File: config.mk
export PLATFORM = sky130hd
export DESIGN_NAME = cache_dados_refill
export DESIGN_NICKNAME = d
export VERILOG_FILES = /design/src/rtl/cache_dados_pkg.sv /design/src/rtl/cache_dados_refill_store_buffer_1e.sv /design/src/rtl/cache_dados_refill.sv
export SDC_FILE = /design/constraint.sdc
export NUM_CORES = 1
export LEC_CHECK = 0
export CORE_UTILIZATION = 45
export CTS_BUF_LIST = sky130_fd_sc_hd__clkbuf_8
export DETAILED_ROUTE_END_ITERATION = 6
export PLACE_DENSITY = 0.88
export RECOVER_POWER = 25
export SYNTH_ARGS = -nofsm -noshare
export SYNTH_HDL_FRONTEND = slang
export SYNTH_HIERARCHICAL = 1
export SYNTH_SLANG_ARGS = --single-unit
File: constraint.sdc
create_clock -name clock -period 3.09 [get_ports clock]
set_clock_uncertainty 0.05 [all_clocks]
set_input_delay 0.309 -clock clock [delete_from_list [all_inputs] [get_ports clock]]
set_output_delay 0.309 -clock clock [all_outputs]
set_load 0.005 [all_outputs]
File: src/rtl/cache_dados_pkg.sv
// Shared definitions for the data cache and its memory-side refill engine:
// line geometry, refill FSM state encoding and address field extractors.
package cache_dados_pkg;

    localparam int unsigned ADDR_W     = 32;
    localparam int unsigned LINE_BYTES = 16;
    localparam int unsigned WORDS      = 4;
    localparam int unsigned INDEX_W    = 5;
    localparam int unsigned OFFSET_W   = 4;
    localparam int unsigned TAG_W      = 23;
    localparam int unsigned WSEL_W     = 2;

    typedef enum logic [1:0] {
        ST_IDLE  = 2'd0,
        ST_WRITE = 2'd1,
        ST_READ  = 2'd2,
        ST_FILL  = 2'd3
    } state_e;

    // Tag field of a byte address.
    function automatic logic [TAG_W-1:0] addr_tag(input logic [ADDR_W-1:0] a);
        return a[ADDR_W-1 -: TAG_W];
    endfunction

    // Line index field of a byte address.
    function automatic logic [INDEX_W-1:0] addr_index(input logic [ADDR_W-1:0] a);
        return a[OFFSET_W +: INDEX_W];
    endfunction

    // Word-within-line select of a byte address.
    function automatic logic [WSEL_W-1:0] addr_word(input logic [ADDR_W-1:0] a);
        return a[2 +: WSEL_W];
    endfunction

endpackage

File: src/rtl/cache_dados_refill_store_buffer_1e.sv
// Single-entry store buffer holding one write-through (address + data).
// Ports:
//   clock, reset      rising-edge clock, synchronous active-high reset
//   accept            load addr_in/data_in; ignored while full
//   drain             entry written to memory, release it
//   addr_in, data_in  store being offered
//   full              entry valid
//   addr, data        buffered store
module store_buffer_1e #(
    parameter int unsigned ADDR_W = 32,
    parameter int unsigned DATA_W = 32
) (
    input  logic              clock,
    input  logic              reset,
    input  logic              accept,
    input  logic              drain,
    input  logic [ADDR_W-1:0] addr_in,
    input  logic [DATA_W-1:0] data_in,
    output logic              full,
    output logic [ADDR_W-1:0] addr,
    output logic [DATA_W-1:0] data
);

    // Accept and drain are mutually exclusive: accept needs empty, drain needs full.
    always_ff @(posedge clock) begin
        if (reset) begin
            full <= 1'b0;
            addr <= '0;
            data <= '0;
        end else if (accept && !full) begin
            full <= 1'b1;
            addr <= addr_in;
            data <= data_in;
        end else if (drain) begin
            full <= 1'b0;
        end
    end

endmodule

File: src/rtl/cache_dados_refill.sv
// Memory-side refill engine for the direct-mapped data cache.
// Fetches a 16-byte line as four 32-bit read beats on a miss and hands it
// back as a one-cycle fill; drains store write-throughs from a one-entry buffer.
// Ports:
//   clock, reset                    rising-edge clock, synchronous active-high reset
//   miss_req, miss_addr             read miss (level, held until fill)
//   wr_req, wr_addr, wr_data        store write-through (pulse); wr_busy = buffer full
//   mem_req/we/addr/wdata           memory beat request
//   mem_ack, mem_rdata              beat completion and read data
//   fill_valid/index/tag/data       line fill toward the cache
module cache_dados_refill #(
    parameter int unsigned ADDR_W  = 32,
    parameter int unsigned INDEX_W = 5,
    parameter int unsigned WORDS   = 4
) (
    input  logic                                      clock,
    input  logic                                      reset,
    input  logic                                      miss_req,
    input  logic [ADDR_W-1:0]                         miss_addr,
    input  logic                                      wr_req,
    input  logic [ADDR_W-1:0]                         wr_addr,
    input  logic [31:0]                               wr_data,
    output logic                                      wr_busy,
    output logic                                      mem_req,
    output logic                                      mem_we,
    output logic [ADDR_W-1:0]                         mem_addr,
    output logic [31:0]                               mem_wdata,
    input  logic                                      mem_ack,
    input  logic [31:0]                               mem_rdata,
    output logic                                      fill_valid,
    output logic [INDEX_W-1:0]                        fill_index,
    output logic [ADDR_W-INDEX_W-$clog2(WORDS)-3:0]   fill_tag,
    output logic [32*WORDS-1:0]                       fill_data
);

    import cache_dados_pkg::*;

    localparam int unsigned CNT_W  = $clog2(WORDS);
    localparam int unsigned OFF_W  = CNT_W + 2;
    localparam int unsigned BASE_W = ADDR_W - OFF_W;
    localparam int unsigned TAG_B  = BASE_W - INDEX_W;
    localparam int unsigned LINE_W = 32 * WORDS;

    state_e              state, state_d;
    logic [CNT_W-1:0]    cnt, cnt_d;
    logic [BASE_W-1:0]   base, base_d;
    logic [LINE_W-1:0]   line_q;

    logic                word_we_c;
    logic                wbuf_drain_c;
    logic                wr_accept_c;
    logic                wbuf_full;
    logic [ADDR_W-1:0]   wbuf_addr;
    logic [31:0]         wbuf_data;

    logic                mem_req_d, mem_we_d, fill_valid_d;
    logic [ADDR_W-1:0]   mem_addr_d;
    logic [31:0]         mem_wdata_d;

    // Byte offset within the line is implied by the beat counter.
    logic                unused_offset_c;
    assign unused_offset_c = ^miss_addr[OFF_W-1:0];

    assign wr_accept_c = wr_req && !wbuf_full;

    store_buffer_1e #(
        .ADDR_W (ADDR_W),
        .DATA_W (32)
    ) u_wbuf (
        .clock   (clock),
        .reset   (reset),
        .accept  (wr_req),
        .drain   (wbuf_drain_c),
        .addr_in (wr_addr),
        .data_in (wr_data),
        .full    (wbuf_full),
        .addr    (wbuf_addr),
        .data    (wbuf_data)
    );

    // Next state, beat counter, line base and next registered outputs.
    always_comb begin
        state_d      = state;
        cnt_d        = cnt;
        base_d       = base;
        word_we_c    = 1'b0;
        wbuf_drain_c = 1'b0;

        unique case (state)
            ST_IDLE: begin
                // A store entering the buffer this cycle blocks the miss so it
                // reaches memory before the load (RAW through memory).
                if (wbuf_full) begin
                    state_d = ST_WRITE;
                end else if (miss_req && !wr_accept_c) begin
                    base_d  = miss_addr[ADDR_W-1:OFF_W];
                    cnt_d   = '0;
                    state_d = ST_READ;
                end
            end
            ST_WRITE: begin
                if (mem_ack) begin
                    wbuf_drain_c = 1'b1;
                    state_d      = ST_IDLE;
                end
            end
            ST_READ: begin
                if (mem_ack) begin
                    word_we_c = 1'b1;
                    cnt_d     = cnt + CNT_W'(1);
                    if (cnt == CNT_W'(WORDS - 1)) begin
                        state_d = ST_FILL;
                    end
                end
            end
            ST_FILL: begin
                state_d = ST_IDLE;
            end
            default: begin
                state_d = ST_IDLE;
            end
        endcase

        mem_req_d    = (state_d == ST_READ) || (state_d == ST_WRITE);
        mem_we_d     = (state_d == ST_WRITE);
        fill_valid_d = (state_d == ST_FILL);
        mem_addr_d   = mem_addr;
        mem_wdata_d  = mem_wdata;
        if (state_d == ST_WRITE) begin
            mem_addr_d  = wbuf_addr;
            mem_wdata_d = wbuf_data;
        end else if (state_d == ST_READ) begin
            mem_addr_d = {base_d, cnt_d, 2'b00};
        end
    end

    // State, counter, line buffer and output registers.
    always_ff @(posedge clock) begin
        if (reset) begin
            state      <= ST_IDLE;
            cnt        <= '0;
            base       <= '0;
            line_q     <= '0;
            mem_req    <= 1'b0;
            mem_we     <= 1'b0;
            mem_addr   <= '0;
            mem_wdata  <= '0;
            fill_valid <= 1'b0;
        end else begin
            state      <= state_d;
            cnt        <= cnt_d;
            base       <= base_d;
            mem_req    <= mem_req_d;
            mem_we     <= mem_we_d;
            mem_addr   <= mem_addr_d;
            mem_wdata  <= mem_wdata_d;
            fill_valid <= fill_valid_d;
            for (int k = 0; k < int'(WORDS); k++) begin
                if (word_we_c && (cnt == CNT_W'(k))) begin
                    line_q[32*k +: 32] <= mem_rdata;
                end
            end
        end
    end

    assign wr_busy    = wbuf_full;
    assign fill_data  = line_q;
    assign fill_index = base[INDEX_W-1:0];
    assign fill_tag   = base[BASE_W-1 -: TAG_B];

endmodule

==> flow_metrics.env, run 1 <==
export IMPL_grt_pass1_vias=10348
export IMPL_syn_area_per_cell_um2=8.68
export IMPL_worst_slew_pin_slew_ns=1.21
export IMPL_synth_xor_area_share_pct=0
export IMPL_post_cts_setup_buffer_count=0
export IMPL_powerDensity_nw_per_um2=519
export IMPL_vias=10770
export IMPL_irDropWorstVdd_mv=0.377
export IMPL_ant_nets=0
export IMPL_fin_area_um2=16100
export IMPL_port_buffers=352
export IMPL_fmax_mhz=379
export IMPL_h_tree_depth=2
export IMPL_synth_top_family_by_area="simple AND/OR/NAND/NOR gates"
export IMPL_fp_row_count=58
export IMPL_syn_area_um2=11600
export IMPL_start_util_pct=45.9
export IMPL_dieArea_um2=26300
export IMPL_synth_edf_count=0
export IMPL_drv_cap=0
export IMPL_root_buffer="clkbuf_8"
export IMPL_synthMuxAreaShare_pct=2.77
export IMPL_placedCellCount=1921
export IMPL_cts_sinks=292
export IMPL_hpwl_um=22300
export IMPL_first_pass_iters=5
export IMPL_yosys_area_share_adder_pct=0.758
export IMPL_dp_slack_ns=0.309
export IMPL_cp_start_kind="flop"
export IMPL_drt_iter0_drc=868
export IMPL_whs_ns=0.229
export IMPL_synth_simple_gate_area_share_pct=24.8
export IMPL_finalSetupViolCount=0
export IMPL_rsz0062_at_grt="no"
export IMPL_synth_seq_cells=292
export IMPL_grt_antenna_before_repair=1
export IMPL_syn_nets=1472
export IMPL_drv_slew=0
export IMPL_post_drt_via_cell_ratio=5.37
export IMPL_ctsResizeCount=0
export IMPL_wl_um=34700
export IMPL_ios=357
export IMPL_grt_pass1_wl_um=52900
export IMPL_fp_dieW_um=162
export IMPL_grt_use_total_pct=25.0
export IMPL_utilization_pct=63.8
export IMPL_synth_compound_area_share_pct=16.0
export IMPL_overflow=0
export IMPL_finalCriticalPeriod_ns=2.64
export IMPL_cp_arrival_ns=3.04
export IMPL_cts_tree="built"
export IMPL_cp_max_fo=56
export IMPL_fin_ws_ns=0.451
export IMPL_required_ns=3.49
export IMPL_grt_max_degree=131
export IMPL_place_area_um2=15200
export IMPL_ys_seq_area_share_pct=50.6
export IMPL_async_flop_share_pct=0
export IMPL_drc=0
export IMPL_crit_path_end_kind="flop"
export IMPL_syn_to_final_growth_pct=39.0
export IMPL_holdBufCountCts=0
export IMPL_post_route_period_util_pct=85.4
export IMPL_layout_drive_gt1_share_pct=6.87
export IMPL_clock_latency_ns=0.57
export IMPL_outcome="complete, no violations"
export IMPL_synth_cell_type_count=31
export IMPL_place_congestion=0.827
export IMPL_hold_viol=0
export IMPL_finalNonFillerCells=2004
export IMPL_setup_tns_ns=0
export IMPL_yosys_warnings=6
export IMPL_p_total_mw=8.35
export IMPL_routedWlPerCell_um=17.3
export IMPL_holdCritPathClass="input pin to flop"
export IMPL_cts_buffers=47
export IMPL_slew_headroom_pct=19.5
export IMPL_synth_cells=1332
export IMPL_die_h_um=162
export IMPL_clkTransAtPathRegs_ns=0.06
export IMPL_ys_flop_type="dfxtp_1"
export IMPL_fp_coreArea_um2=25200
export IMPL_path_class="flop to flop"
export IMPL_cts_buffer_depth=3
export IMPL_layout_nets=1780
export IMPL_p_leak_nw=5.62
[power by group]
part	leakage (nW)	total, mW	internal, mW	switching, mW
clock	0.530	3.21	1.71	1.49
sequential	2.37	4.01	3.92	0.0909
combinational	2.72	1.13	0.566	0.563
total	5.62	8.35	6.20	2.15
[critical path, cell delays in order (launching register included)]
cell      delay [ns]
dfxtp_1         0.38
nor4b_1         0.92
nand2b_2        0.09
clkbuf_4        0.52
a221oi_1        0.47
o21ai_0         0.12
[logic make-up (layout without fill, tap and decap cells)]
logic type,Yosys count,after routing
other cells,0,1
flops,292,292
simple gates,559,559
fa+ha+maj,7,7
mux,32,32
compound gates,320,320
buf+inv,122,463
[registers in the layout, indices dropped and copies added (netlist names)]
register	count
mem_we	1
fill_data	128
base	28
cnt	2
u_wbuf/addr	32
mem_req	1
mem_addr	32
state	2
u_wbuf/full	1
u_wbuf/data	32
mem_wdata	32
fill_valid	1
[cell usage after synthesis, types with 2 or more instances]
| cell | instances | area share [%] |
|---|---|---|
| buf_1 | 16 | 0.52 |
| clkbuf_1 | 44 | 1.4 |
| inv_1 | 4 | 0.13 |
| o21ai_1 | 85 | 3.7 |
| dfxtp_1 | 292 | 51 |
| nor2_1 | 44 | 1.4 |
| nor2b_1 | 33 | 1.8 |
| a22oi_1 | 5 | 0.32 |
| buf_4 | 8 | 0.52 |
| buf_6 | 6 | 0.58 |
| o22ai_1 | 2 | 0.11 |
| mux2i_1 | 32 | 2.8 |
| buf_2 | 38 | 1.6 |
| nand4bb_1 | 64 | 6.2 |
| clkbuf_2 | 6 | 0.26 |
| o21ai_0 | 37 | 1.6 |
| and2_1 | 3 | 0.16 |
| nand2b_1 | 66 | 3.6 |
| nand2_1 | 343 | 11 |
| a221oi_2 | 20 | 2.6 |
| ha_1 | 7 | 0.76 |
| a221oi_1 | 8 | 0.61 |
| a21oi_1 | 161 | 7.0 |
[layer usage]
layer	vias to the layer above	global-route usage (%)	part of all wire, %
li1	5114	-	-
met5	-	0	0
met4	0	11.9	3.5
met1	5058	29.8	40
met2	507	41.4	48
met3	91	7.33	8.8
[final cells by class]
type / instances / area, um2
clock buffer: 59 / 812
clock inverter: 23 / 104
timing repair buffer: 377 / 3750
tap: 330 / 413
fill: 1966 / 9110
multi-input combinational: 918 / 5120
sequential: 292 / 5850
inverter: 4 / 15.0
antenna: 1 / 2.50
[final timing paths]
| check | start | endpoint | slack (ns) | cells after the start |
|---|---|---|---|---|
| hold reg to reg | mem_addr[18]$_SDFFE_PP0P_ | mem_addr[18]$_SDFFE_PP0P_ | 0.40 | 2 |
| hold / removal | wr_req | state[1]$_SDFF_PP0_ | 0.23 | 5 |
| setup / recovery | state[1]$_SDFF_PP0_ | mem_addr[9]$_SDFFE_PP0P_ | 0.45 | 5 |
| setup reg to reg | state[1]$_SDFF_PP0_ | mem_addr[9]$_SDFFE_PP0P_ | 0.45 | 5 |
[placed cells by master (no fill, tap or decap), types with 20 or more instances in the layout]
| cell type | synthesis | routed |
|---|---|---|
| inv_1 | 4 | 20 |
| nor2b_1 | 33 | 32 |
| nand2_1 | 343 | 343 |
| nor2_1 | 44 | 44 |
| clkbuf_8 | 0 | 60 |
| dlygate4sd3_1 | 0 | 32 |
| o21ai_1 | 85 | 26 |
| a21oi_1 | 161 | 161 |
| nand4bb_1 | 64 | 64 |
| dfxtp_1 | 292 | 292 |
| clkdlybuf4s50_1 | 0 | 318 |
| a221oi_2 | 20 | 20 |
| nand2b_1 | 66 | 65 |
| o21ai_0 | 37 | 96 |
| mux2i_1 | 32 | 32 |
(Power assumes the default switching activity.)
==> run 2: changes to the inputs <==
clock period = 2.5 ns   (was 3.09 ns; I/O delays follow)
==> run 2 against run 1 <==
  * Final area grew 1.1%
  * Largest cell class unchanged
  * Core utilization grew 0.73 points
  * Setup slack lost 0.32 ns
  * Critical path depth is the same
  * Flip-flop and latch count is the same
  * Wire length shrank 0.54%
  * Count of clock-buffer cells in the layout grew 1
  * Sequential share of layout area shrank 0.40 points
==> flow_metrics.env, run 2 (same netlist as run 1, synthesis figures left out) <==
export IMPL_cp_arrival_ns=2.70
export IMPL_layout_nets=1789
export IMPL_setup_tns_ns=0
export IMPL_root_buffer="clkbuf_8"
export IMPL_fp_row_count=58
export IMPL_fin_ws_ns=0.132
export IMPL_slew_headroom_pct=2.75
export IMPL_p_leak_nw=5.82
export IMPL_layout_common_cells="nand2_1 (343), dfxtp_1 (291), clkdlybuf4s50_1 (290)"
export IMPL_required_ns=2.83
export IMPL_grt_antenna_before_repair=1
export IMPL_finalNonFillerCells=2017
export IMPL_hpwl_um=22800
export IMPL_overflow=0
export IMPL_irDropWorstVdd_mv=0.589
export IMPL_outcome="complete, no violations"
export IMPL_fp_coreArea_um2=25200
export IMPL_layout_drive_gt1_share_pct=7.77
export IMPL_die_h_um=162
export IMPL_drc=0
export IMPL_place_congestion=0.837
export IMPL_grt_max_degree=157
export IMPL_worst_slew_pin_slew_ns=1.46
export IMPL_finalSetupViolCount=0
export IMPL_clock_latency_ns=0.56
export IMPL_drv_slew=0
export IMPL_wl_um=34500
export IMPL_h_tree_depth=2
export IMPL_utilization_pct=64.5
export IMPL_grt_use_total_pct=25.0
export IMPL_final_common_cell="nand2_1"
export IMPL_routedWlPerCell_um=17.1
export IMPL_port_buffers=352
export IMPL_slowest_stage="clkbuf_2"
export IMPL_largest_reg_flops=128
export IMPL_fp_dieW_um=162
export IMPL_critPathMaxStageDelay_ns=1.10
export IMPL_finalCriticalPeriod_ns=2.37
export IMPL_hold_viol=0
export IMPL_dp_slack_ns=-0.391
export IMPL_cp_max_fo=66
export IMPL_grt_pass1_wl_um=52800
export IMPL_antennaDiodeCount=0
export IMPL_holdCritPathClass="input pin to flop"
export IMPL_placedCellCount=1930
export IMPL_drt_iter0_drc=900
export IMPL_start_util_pct=45.9
export IMPL_path_class="input pin to flop"
export IMPL_cts_tree="built"
export IMPL_crit_path_cell_trace="clkbuf_1 > clkbuf_2 > nor2b_1 > clkbuf_4 > o21ai_0"
export IMPL_first_pass_iters=7
export IMPL_post_cts_setup_buffer_count=0
export IMPL_crit_path_end_kind="flop"
export IMPL_powerDensity_nw_per_um2=647
export IMPL_cts_buffer_depth=3
export IMPL_cp_start_kind="input pin"
export IMPL_post_route_period_util_pct=94.7
export IMPL_cts_sinks=292
export IMPL_post_drt_via_cell_ratio=5.36
export IMPL_clkTransAtPathRegs_ns=0.07
export IMPL_dieArea_um2=26300
export IMPL_rsz0062_at_grt="no"
export IMPL_ios=357
export IMPL_fmax_mhz=422
export IMPL_ant_nets=0
export IMPL_grt_pass1_vias=10464
export IMPL_drv_cap=0
export IMPL_syn_to_final_growth_pct=40.6
export IMPL_vias=10802
export IMPL_cts_buffers=46
## run 2: changes by cell type in the layout (fill, tap and decap cells not counted), sizes merged
cell,change
clkinv,+1
clkbuf,+1
clkdlybuf4s50,-28
clkinvlp,+1
buf,+9
diode,-1
dlygate4sd3,+29
bufinv,+1
## run 2: metrics by stage
stage	hold slack, ns	total power, mW	area (um2)
final	0.242	10.5	16300
after global routing	0.218	11.0	16300
after CTS	0.189	10.6	16300
after detailed placement	0.394	6.50	15300
after global placement	0.385	6.46	15300
after floorplan	0.336	5.77	11600
## run 2: worst max-delay path, delay by kind of cell
family                 cells  cell delay, ns
buffers and inverters      3            1.89
and+or+nand+nor            1            0.23
AOI/OAI and AO/OA          1            0.24
## run 2: cell type report
cell class / count / area [um2]
well taps: 330 / 413
clock inverters: 26 / 146
fillers: 1931 / 8930
inverters: 4 / 15.0
multi-input cells: 918 / 5140
flip-flops and latches: 292 / 5850
repair buffers: 387 / 3860
clock buffers: 60 / 826
## run 2: power by group
part | switching (mW) | internal [mW] | leakage (nW)
combinational | 0.698 | 0.732 | 2.90
sequential | 0.113 | 4.85 | 2.37
clock | 1.86 | 2.26 | 0.555
## run 2: worst paths after layout
check                              start                      endpoint  slack, ns  cells after the start
max                               wr_req  u_wbuf/data[17]$_SDFFE_PP0P_       0.13                      5
min                          wr_addr[19]  u_wbuf/addr[19]$_SDFFE_PP0P_       0.24                      3
max reg2reg          state[0]$_SDFF_PP0_     mem_addr[19]$_SDFFE_PP0P_       0.21                      7
min reg2reg  fill_data[109]$_SDFFE_PP0P_   fill_data[109]$_SDFFE_PP0P_       0.40                      2
## run 2: what timing repair did
action                                  4_1_cts  5_1_grt
endpoints found under the setup margin       28        0
hold endpoints to repair                     10        0
hold buffers                                  1        0
gates resized for setup                       1        0
## run 2: per-layer routing
| layer | up-vias | GRT usage [%] | share of wire [%] |
|---|---|---|---|
| met5 | - | 0 | 0.032 |
| met1 | 5078 | 28.6 | 39 |
| met3 | 96 | 7.61 | 9.0 |
| met2 | 479 | 42.9 | 48 |
| li1 | 5147 | - | - |
| met4 | 2 | 10.8 | 3.5 |
